`src/rtl/ram_arbiter.sv`:
```
// Shares one single-port RAM between a data master (M0) and an instruction master (M1).
// One transaction at a time. Every completion is followed by an IDLE bubble.
module ram_arbiter #(
  parameter int ADDR_BITS = 13,
  parameter int N_BYTES   = 4,
  parameter int N_BITS    = N_BYTES * 8,
  parameter bit RR_EN     = 1'b1
) (
  input  logic                 CLK,
  input  logic                 nRST,
  input  logic [ADDR_BITS-1:0] m0_addr,
  input  logic [N_BITS-1:0]    m0_wdata,
  input  logic [N_BYTES-1:0]   m0_byte_en,
  input  logic                 m0_ren,
  input  logic                 m0_wen,
  output logic [N_BITS-1:0]    m0_rdata,
  output logic                 m0_busy,
  input  logic [ADDR_BITS-1:0] m1_addr,
  input  logic [N_BITS-1:0]    m1_wdata,
  input  logic [N_BYTES-1:0]   m1_byte_en,
  input  logic                 m1_ren,
  input  logic                 m1_wen,
  output logic [N_BITS-1:0]    m1_rdata,
  output logic                 m1_busy,
  output logic [ADDR_BITS-1:0] ram_addr,
  output logic [N_BITS-1:0]    ram_wdata,
  output logic [N_BYTES-1:0]   ram_byte_en,
  output logic                 ram_ren,
  output logic                 ram_wen,
  input  logic [N_BITS-1:0]    ram_rdata,
  input  logic                 ram_busy
);

  typedef enum logic [1:0] {IDLE, GNT0, GNT1} state_t;

  state_t state;
  logic   last_grant;
  logic   m0_req;
  logic   m1_req;

  assign m0_req = m0_ren | m0_wen;
  assign m1_req = m1_ren | m1_wen;

  // last_grant resets to 1 so that M0 wins the first contention
  always_ff @(posedge CLK or negedge nRST) begin
    if (!nRST) begin
      state      <= IDLE;
      last_grant <= 1'b1;
    end else begin
      case (state)
        IDLE: begin
          if (m0_req && m1_req)
            state <= (RR_EN && (last_grant == 1'b0)) ? GNT1 : GNT0;
          else if (m0_req)
            state <= GNT0;
          else if (m1_req)
            state <= GNT1;
        end
        GNT0: begin
          if (!m0_req) begin
            state <= IDLE;
          end else if (!ram_busy) begin
            last_grant <= 1'b0;
            state      <= IDLE;
          end
        end
        GNT1: begin
          if (!m1_req) begin
            state <= IDLE;
          end else if (!ram_busy) begin
            last_grant <= 1'b1;
            state      <= IDLE;
          end
        end
        default: state <= IDLE;
      endcase
    end
  end

  // The granted master drives the RAM directly. A write wins over a simultaneous read.
  always_comb begin
    ram_addr    = '0;
    ram_wdata   = '0;
    ram_byte_en = '0;
    ram_ren     = 1'b0;
    ram_wen     = 1'b0;
    m0_busy     = 1'b1;
    m1_busy     = 1'b1;
    m0_rdata    = '0;
    m1_rdata    = '0;
    case (state)
      GNT0: begin
        ram_addr    = m0_addr;
        ram_wdata   = m0_wdata;
        ram_byte_en = m0_byte_en;
        ram_wen     = m0_wen;
        ram_ren     = m0_ren & ~m0_wen;
        if (m0_req && !ram_busy) begin
          m0_busy  = 1'b0;
          m0_rdata = ram_rdata;
        end
      end
      GNT1: begin
        ram_addr    = m1_addr;
        ram_wdata   = m1_wdata;
        ram_byte_en = m1_byte_en;
        ram_wen     = m1_wen;
        ram_ren     = m1_ren & ~m1_wen;
        if (m1_req && !ram_busy) begin
          m1_busy  = 1'b0;
          m1_rdata = ram_rdata;
        end
      end
      default: ;
    endcase
  end

endmodule
```
`config.mk`:
```
export PLATFORM = sky130hd
export DESIGN_NAME = ram_arbiter
export DESIGN_NICKNAME = d
export VERILOG_FILES = /design/src/rtl/ram_arbiter.sv
export SDC_FILE = /design/constraint.sdc
export NUM_CORES = 1
export LEC_CHECK = 0
export ABC_CLOCK_PERIOD_IN_PS = 5000
export CAP_MARGIN = 0
export CORE_AREA = 2 2 97 99
export DETAILED_ROUTE_END_ITERATION = 8
export DIE_AREA = 0 0 99 101
export PLACE_DENSITY = 0.67
export SLEW_MARGIN = 40
export SYNTH_ARGS = -nofsm -noshare
export SYNTH_HDL_FRONTEND = slang
export SYNTH_SLANG_ARGS = --single-unit
```
`constraint.sdc`:
```
create_clock -name CLK -period 5 [get_ports CLK]
set_input_delay 0.75 -clock CLK [delete_from_list [all_inputs] [get_ports CLK]]
set_output_delay 0.75 -clock CLK [all_outputs]
set_load 0.02 [all_outputs]
```
==> impl_metrics.csv, run 1 <==
group,metric,value,unit
sta,max_slew_margin,60.2,%
cts,clk_latency,210,ps
detailed_routing,drc,0,
synth,syn_nets,406,
power_and_ir_drop,power_density,398,nW/um^2
cts,cts_max_path_buffers,2,
global_routing,grt_max_degree,53,
job,cap_viol_max_count,0,
synth,synth_edf_count,0,
place,place_congestion,0.765,
floorplan,start_util,17.6,%
synth,synthFlopType,"dfrtp_1",
cts,cts_tree,"built",
layout,layout-drive-gt1-share,3.42,%
worst_setup_path,crit_required,4250,ps
cts,cts_buffers,3,
worst_setup_path,worst_setup_path_end_kind,"primary output",
global_routing,gr-total-overflow,0,
global_routing,antenna_found_initial,0,
cts,path_clk_slew,30,ps
floorplan,core_area,8980,sq um
floorplan,fp.dieArea,10000,sq um
worst_setup_path,cp_max_fo,51,
layout,fin_area,4230,sq um
worst_hold_path,hp-start,"last_grant",
detailed_routing,drt-total-wl,8.50,mm
sta,drv_slew,0,
global_routing,grt_use_total,15.6,%
place,placed_cell_area,4180,sq um
cts,cts_max_level,1,
worst_hold_path,hold_class,"reg -> reg",
place,dp_slack,1470,ps
worst_setup_path,start_kind,"flip-flop",
sta,finalHoldViolCount,0,
cts,root_buffer,"clkbuf_8",
global_routing,grt_pass1_vias,2618,
worst_setup_path,crit_type,"reg -> out",
layout,fin_nets,641,
synth,syn_area,1580,sq um
cts,cts_hold_buffers,0,
sta,rsz0062_at_grt,"false",
run_status,status,"complete, no violations",
synth,synthArstFlopShare,100,%
global_routing,grt_pass1_wl,13.0,mm
synth,seq_area_frac_synth,4.84,%
layout,finalNonFillerCells,608,
power_and_ir_drop,ir_drop,212,uV
synth,syn_inst,263,
synth,synth.distinct_cells,23,
cts,cts_sinks,3,
worst_setup_path,timing.rr.start,"state[0]",
detailed_routing,drt_iter0_markers,151,
worst_setup_path,cp-startpoint,"state[0]",
sta,setup_ws,1440,ps
place,dp.cells,604,
layout,diodes,0,
synth,ys_warn_count,0,
cts,cts_resized,0,
synth,yosys_register_bits,3,
sta,layout_min_cycle_time,3560,ps
sta,tightest_slew,597,ps
sta,fin_setup_tns,0,ps
layout,syn2layout_area_growth,168,%
floorplan,io_pins,254,
detailed_routing,first_pass_iters,4,
floorplan,die_h,101,um
sta,setup_viol,0,
cts,cts_setup_buffers,0,
place,io_buffers,253,
sta,holdWs,625,ps
floorplan,fp.dieW,99,um
detailed_routing,viasPerCell,4.50,
sta,skew,1.90,ps
floorplan,rows,35,
synth,syn_area_per_cell,6.00,sq um
sta,fmax,0.281,GHz
detailed_routing,wl_per_cell,14.0,um
power_and_ir_drop,leakagePower,1.44,nW
worst_setup_path,crit_arrival,2810,ps
sta,fin_crit_sh,71.2,%
detailed_routing,ant_nets,0,
detailed_routing,vias,2738,
place,hpwl,6.83,mm
[report_power, final]
group	total (W)	switching [W]	leakage, nW	internal (W)
combinational	0.00155	0.000800	1.38	0.000752
sequential	0.0000583	0.0000197	0.0361	0.0000385
clock	0.0000705	0.0000161	0.0228	0.0000544
total	0.00168	0.000836	1.44	0.000845
[area by class of cell]
cell class | instances | area, sq um
multi-input combinational | 231 | 1400
tap | 111 | 139
sequential | 3 | 76.3
inverter | 2 | 7.51
timing repair buffer | 257 | 2560
clock buffer | 4 | 45.0
fill | 911 | 4750
[layout by cell type, fill, tap and decap left out, types with 2 or more instances in the layout]
| cell | netlist | layout |
|---|---|---|
| clkdlybuf4s50_1 | 0 | 252 |
| nor2_1 | 67 | 67 |
| nor2b_1 | 52 | 52 |
| a22oi_1 | 50 | 50 |
| nand2b_1 | 32 | 32 |
| nand2_1 | 4 | 4 |
| o21ai_0 | 4 | 4 |
| nand3_1 | 4 | 4 |
| ha_1 | 6 | 4 |
| buf_4 | 1 | 4 |
| clkbuf_8 | 0 | 3 |
| inv_1 | 2 | 2 |
| o21ai_2 | 0 | 2 |
| nand3b_1 | 2 | 2 |
| nand4_1 | 2 | 2 |
| dfrtp_1 | 2 | 2 |
[cell families after synthesis]
logic type | count (synthesis) | synth area share (%)
buffers and inverters | 29 | 7.69
AO/OA/AOI/OAI | 58 | 27.2
adder cells (fa/ha/maj) | 6 | 4.76
flip-flops | 3 | 4.84
AND/OR/NAND/NOR | 166 | 54.6
multiplexers | 1 | 0.951
[path summary, 6_finish.rpt]
| path | endpoint | slack, ps | depth (start not counted) |
|---|---|---|---|
| worst max-delay path | m1_rdata[31] | 1440 | 7 |
| worst min-delay path | last_grant | 620 | 1 |
| worst max register to register | state[1] | 3090 | 7 |
| worst min register to register | last_grant | 620 | 1 |
| max in group asynchronous | last_grant | 4070 | 1 |
| min in group asynchronous | state[0] | 710 | 1 |
[registers in the layout, indices dropped and copies added (netlist names)]
register / cells
last_grant: 1
state: 2
[layer usage]
layer	up-vias	share of wire, %	track usage [%]
li1	1358	-	-
met1	1227	38	18.1
met2	147	52	29.0
met3	6	8.8	3.88
met4	0	0.92	2.95
met5	-	0	0
[stage by stage]
stage          util, %  power (W)
2_1_floorplan        -   0.000966
3_3_place_gp      46.5    0.00161
3_5_place_dp      46.6    0.00163
4_1_cts           47.1    0.00171
5_1_grt           47.1    0.00181
6_report          47.1    0.00168
[worst max-delay path, stage by stage (launching register included)]
cell and delay, ps:
dfrtp_1 470, inv_1 160, ha_2 180, buf_4 440, o21ai_2 300, buf_4 300
nor2_1 120, clkdlybuf4s50_1 620
[cells in the mapped netlist (4+ instances only)]
library cell	instances	area (sq um)
nor2_1	67	251
nor2b_1	52	325
a22oi_1	50	375
nand2b_1	32	200
clkbuf_1	19	71.3
buf_2	7	35.0
ha_1	6	75.1
nand2_1	4	15.0
nand3_1	4	20.0
o21ai_0	4	20.0
Note: power is estimated with default switching activity, not from simulation.
==> run 2, diff against run 1 <==
==> config.mk (replaced) <==
export PLATFORM = sky130hd
export DESIGN_NAME = ram_arbiter
export DESIGN_NICKNAME = d
export VERILOG_FILES = /design/src/rtl/ram_arbiter.sv
export SDC_FILE = /design/constraint.sdc
export NUM_CORES = 1
export LEC_CHECK = 0
export ABC_CLOCK_PERIOD_IN_PS = 3000
export CAP_MARGIN = 0
export CORE_AREA = 2 2 98 100
export DETAILED_ROUTE_END_ITERATION = 8
export DIE_AREA = 0 0 100 102
export PLACE_DENSITY = 0.68
export SLEW_MARGIN = 40
export SYNTH_ARGS = -nofsm -noshare
export SYNTH_HDL_FRONTEND = slang
export SYNTH_SLANG_ARGS = --single-unit
==> constraint.sdc (replaced) <==
create_clock -name CLK -period 3 [get_ports CLK]
set_input_delay 0.45 -clock CLK [delete_from_list [all_inputs] [get_ports CLK]]
set_output_delay 0.45 -clock CLK [all_outputs]
set_load 0.02 [all_outputs]
==> impl_metrics.csv, run 2 (same netlist as run 1, synthesis figures left out) <==
group,metric,value,unit
run_status,status,"complete, no violations",
cts,cts_max_level,1,
power_and_ir_drop,p_seq_share,3.2,%
worst_setup_path,cp_num_buf_inv,3,
floorplan,io_pins,254,
global_routing,antenna_found_initial,1,
worst_setup_path,reg2reg_depth,7,
place,placed_cell_area,4260,sq um
worst_setup_path,cp_max_fo,20,
global_routing,grt_max_degree,39,
worst_setup_path,crit_type,"reg -> out",
cts,cts_resized,0,
place,io_buffers,253,
global_routing,grt_pass1_wl,13.8,mm
cts,cts_setup_buffers,0,
layout,fin_nets,647,
place,place_congestion,0.760,
power_and_ir_drop,finalPower,0.00291,W
global_routing,grt_use_total,16.4,%
detailed_routing,drt_iter0_markers,81,
layout,layout-drive-gt1-share,4.37,%
cts,cts_buffers,3,
worst_setup_path,critical_path.max_stage_delay,630,ps
sta,setup_viol,0,
cts,cts_sinks,3,
cts,clk_latency,210,ps
worst_setup_path,r2r_slack,1310,ps
power_and_ir_drop,p_sw_share,49.0,%
sta,layout_min_cycle_time,2860,ps
worst_setup_path,cp_cell_sequence,"inv_1, ha_2, buf_4, a22oi_1, nor2b_1, clkdlybuf4s50_1",
power_and_ir_drop,power_switching,0.00143,W
layout,final_common_cell,"clkdlybuf4s50_1",
floorplan,die_h,102,um
worst_setup_path,cp_top_family,"buffers and inverters",
global_routing,grt_pass1_vias,2728,
layout,fin_area,4310,sq um
power_and_ir_drop,pwr-share-clk,3.9,%
worst_setup_path,worst_setup_path_end_kind,"primary output",
job,cap_viol_max_count,0,
floorplan,rows,35,
place,hpwl,7.71,mm
worst_setup_path,crit_required,2550,ps
place,dp_slack,344,ps
sta,max_slew_margin,67.5,%
global_routing,gr-total-overflow,0,
floorplan,fp.dieArea,10200,sq um
sta,fmax,0.349,GHz
cts,cts_tree,"built",
detailed_routing,viasPerCell,4.55,
sta,fin_setup_tns,0,ps
power_and_ir_drop,leakagePower,1.48,nW
sta,holdWs,422,ps
layout,top_regs,"state: 2 flops, last_grant: 1 flops",
detailed_routing,first_pass_iters,4,
detailed_routing,drt-total-wl,9.27,mm
detailed_routing,vias,2792,
detailed_routing,drc,0,
sta,tightest_slew,487,ps
layout,mostFrequentLayoutCells,"clkdlybuf4s50_1 (253), nor2_1 (67), nor2b_1 (52)",
power_and_ir_drop,combPwrFrac,92.9,%
power_and_ir_drop,ir_drop,303,uV
sta,drv_slew,0,
sta,setup_ws,136,ps
sta,skew,1.94,ps
cts,cts_max_path_buffers,2,
worst_hold_path,hold_class,"in -> async",
cts,path_clk_slew,30,ps
cts,cts_hold_buffers,0,
floorplan,fp.dieW,100,um
worst_setup_path,r2r-end,"state[1]",
detailed_routing,wl_per_cell,15.1,um
layout,syn2layout_area_growth,173,%
power_and_ir_drop,p_int,0.00148,W
worst_setup_path,start_kind,"flip-flop",
layout,largest_reg_flops,2,
cts,root_buffer,"clkbuf_8",
worst_setup_path,slowest_stage,"clkdlybuf4s50_1",
layout,diodes,0,
sta,finalHoldViolCount,0,
sta,rsz0062_at_grt,"false",
floorplan,core_area,9110,sq um
worst_setup_path,crit_arrival,2410,ps
detailed_routing,ant_nets,0,
power_and_ir_drop,power_density,675,nW/um^2
worst_setup_path,timing.rr.start,"state[0]",
layout,top_register,"state",
floorplan,start_util,17.3,%
sta,fin_crit_sh,95.5,%
-- run 2: final cells by class --
cell class,instances,area [sq um]
Fill cell,914,4800
Timing Repair Buffer,263,2650
Multi-Input combinational cell,231,1390
Tap cell,111,139
Sequential cell,3,76.3
Clock buffer,4,45.0
Inverter,2,7.51
-- run 2: per-stage QoR --
step           utilization [%]  cells
3_3_place_gp              46.8    610
6_report                  47.3    614
4_1_cts                   47.3    614
3_5_place_dp              46.8    610
2_1_floorplan                -    263
5_1_grt                   47.3    614
-- run 2: worst max path at each step --
| stage | start | endpoint | slack [ps] | cells after the start |
|---|---|---|---|---|
| floorplan | state[0] | ram_addr[12] | 990 | 6 |
| global route | state[0] | ram_addr[10] | 2 | 6 |
| global placement | m0_wen | m0_busy | 380 | 4 |
| detailed placement | state[0] | m1_rdata[10] | 340 | 6 |
| CTS | state[0] | ram_wdata[24] | 130 | 6 |
| finish | state[0] | ram_addr[3] | 140 | 6 |
-- run 2: power groups by stage --
stage / logic [W] / registers, W / clock network [W]
global placement: 0.00270 / 0.0000898 / 0
CTS: 0.00274 / 0.0000914 / 0.000119
finish: 0.00270 / 0.0000928 / 0.000114
global route: 0.00291 / 0.0000956 / 0.000123
detailed placement: 0.00273 / 0.0000916 / 0
floorplan: 0.00153 / 0.0000838 / 0
-- run 2: worst reg2reg max path, cell delays in order, from the launching register on --
cell	delay, ps
dfrtp_1	440
inv_1	140
ha_2	510
o21ai_2	120
buf_4	190
nand2_1	70
nand3_1	80
nand3_1	90
-- run 2: layer usage --
| layer | vias to the layer above | GRT usage, % | wire [um] |
|---|---|---|---|
| met1 | 1253 | 20.0 | 3580 |
| li1 | 1369 | - | - |
| met5 | - | 0 | 13 |
| met4 | 2 | 2.85 | 108 |
| met3 | 8 | 3.97 | 865 |
| met2 | 160 | 29.7 | 4710 |
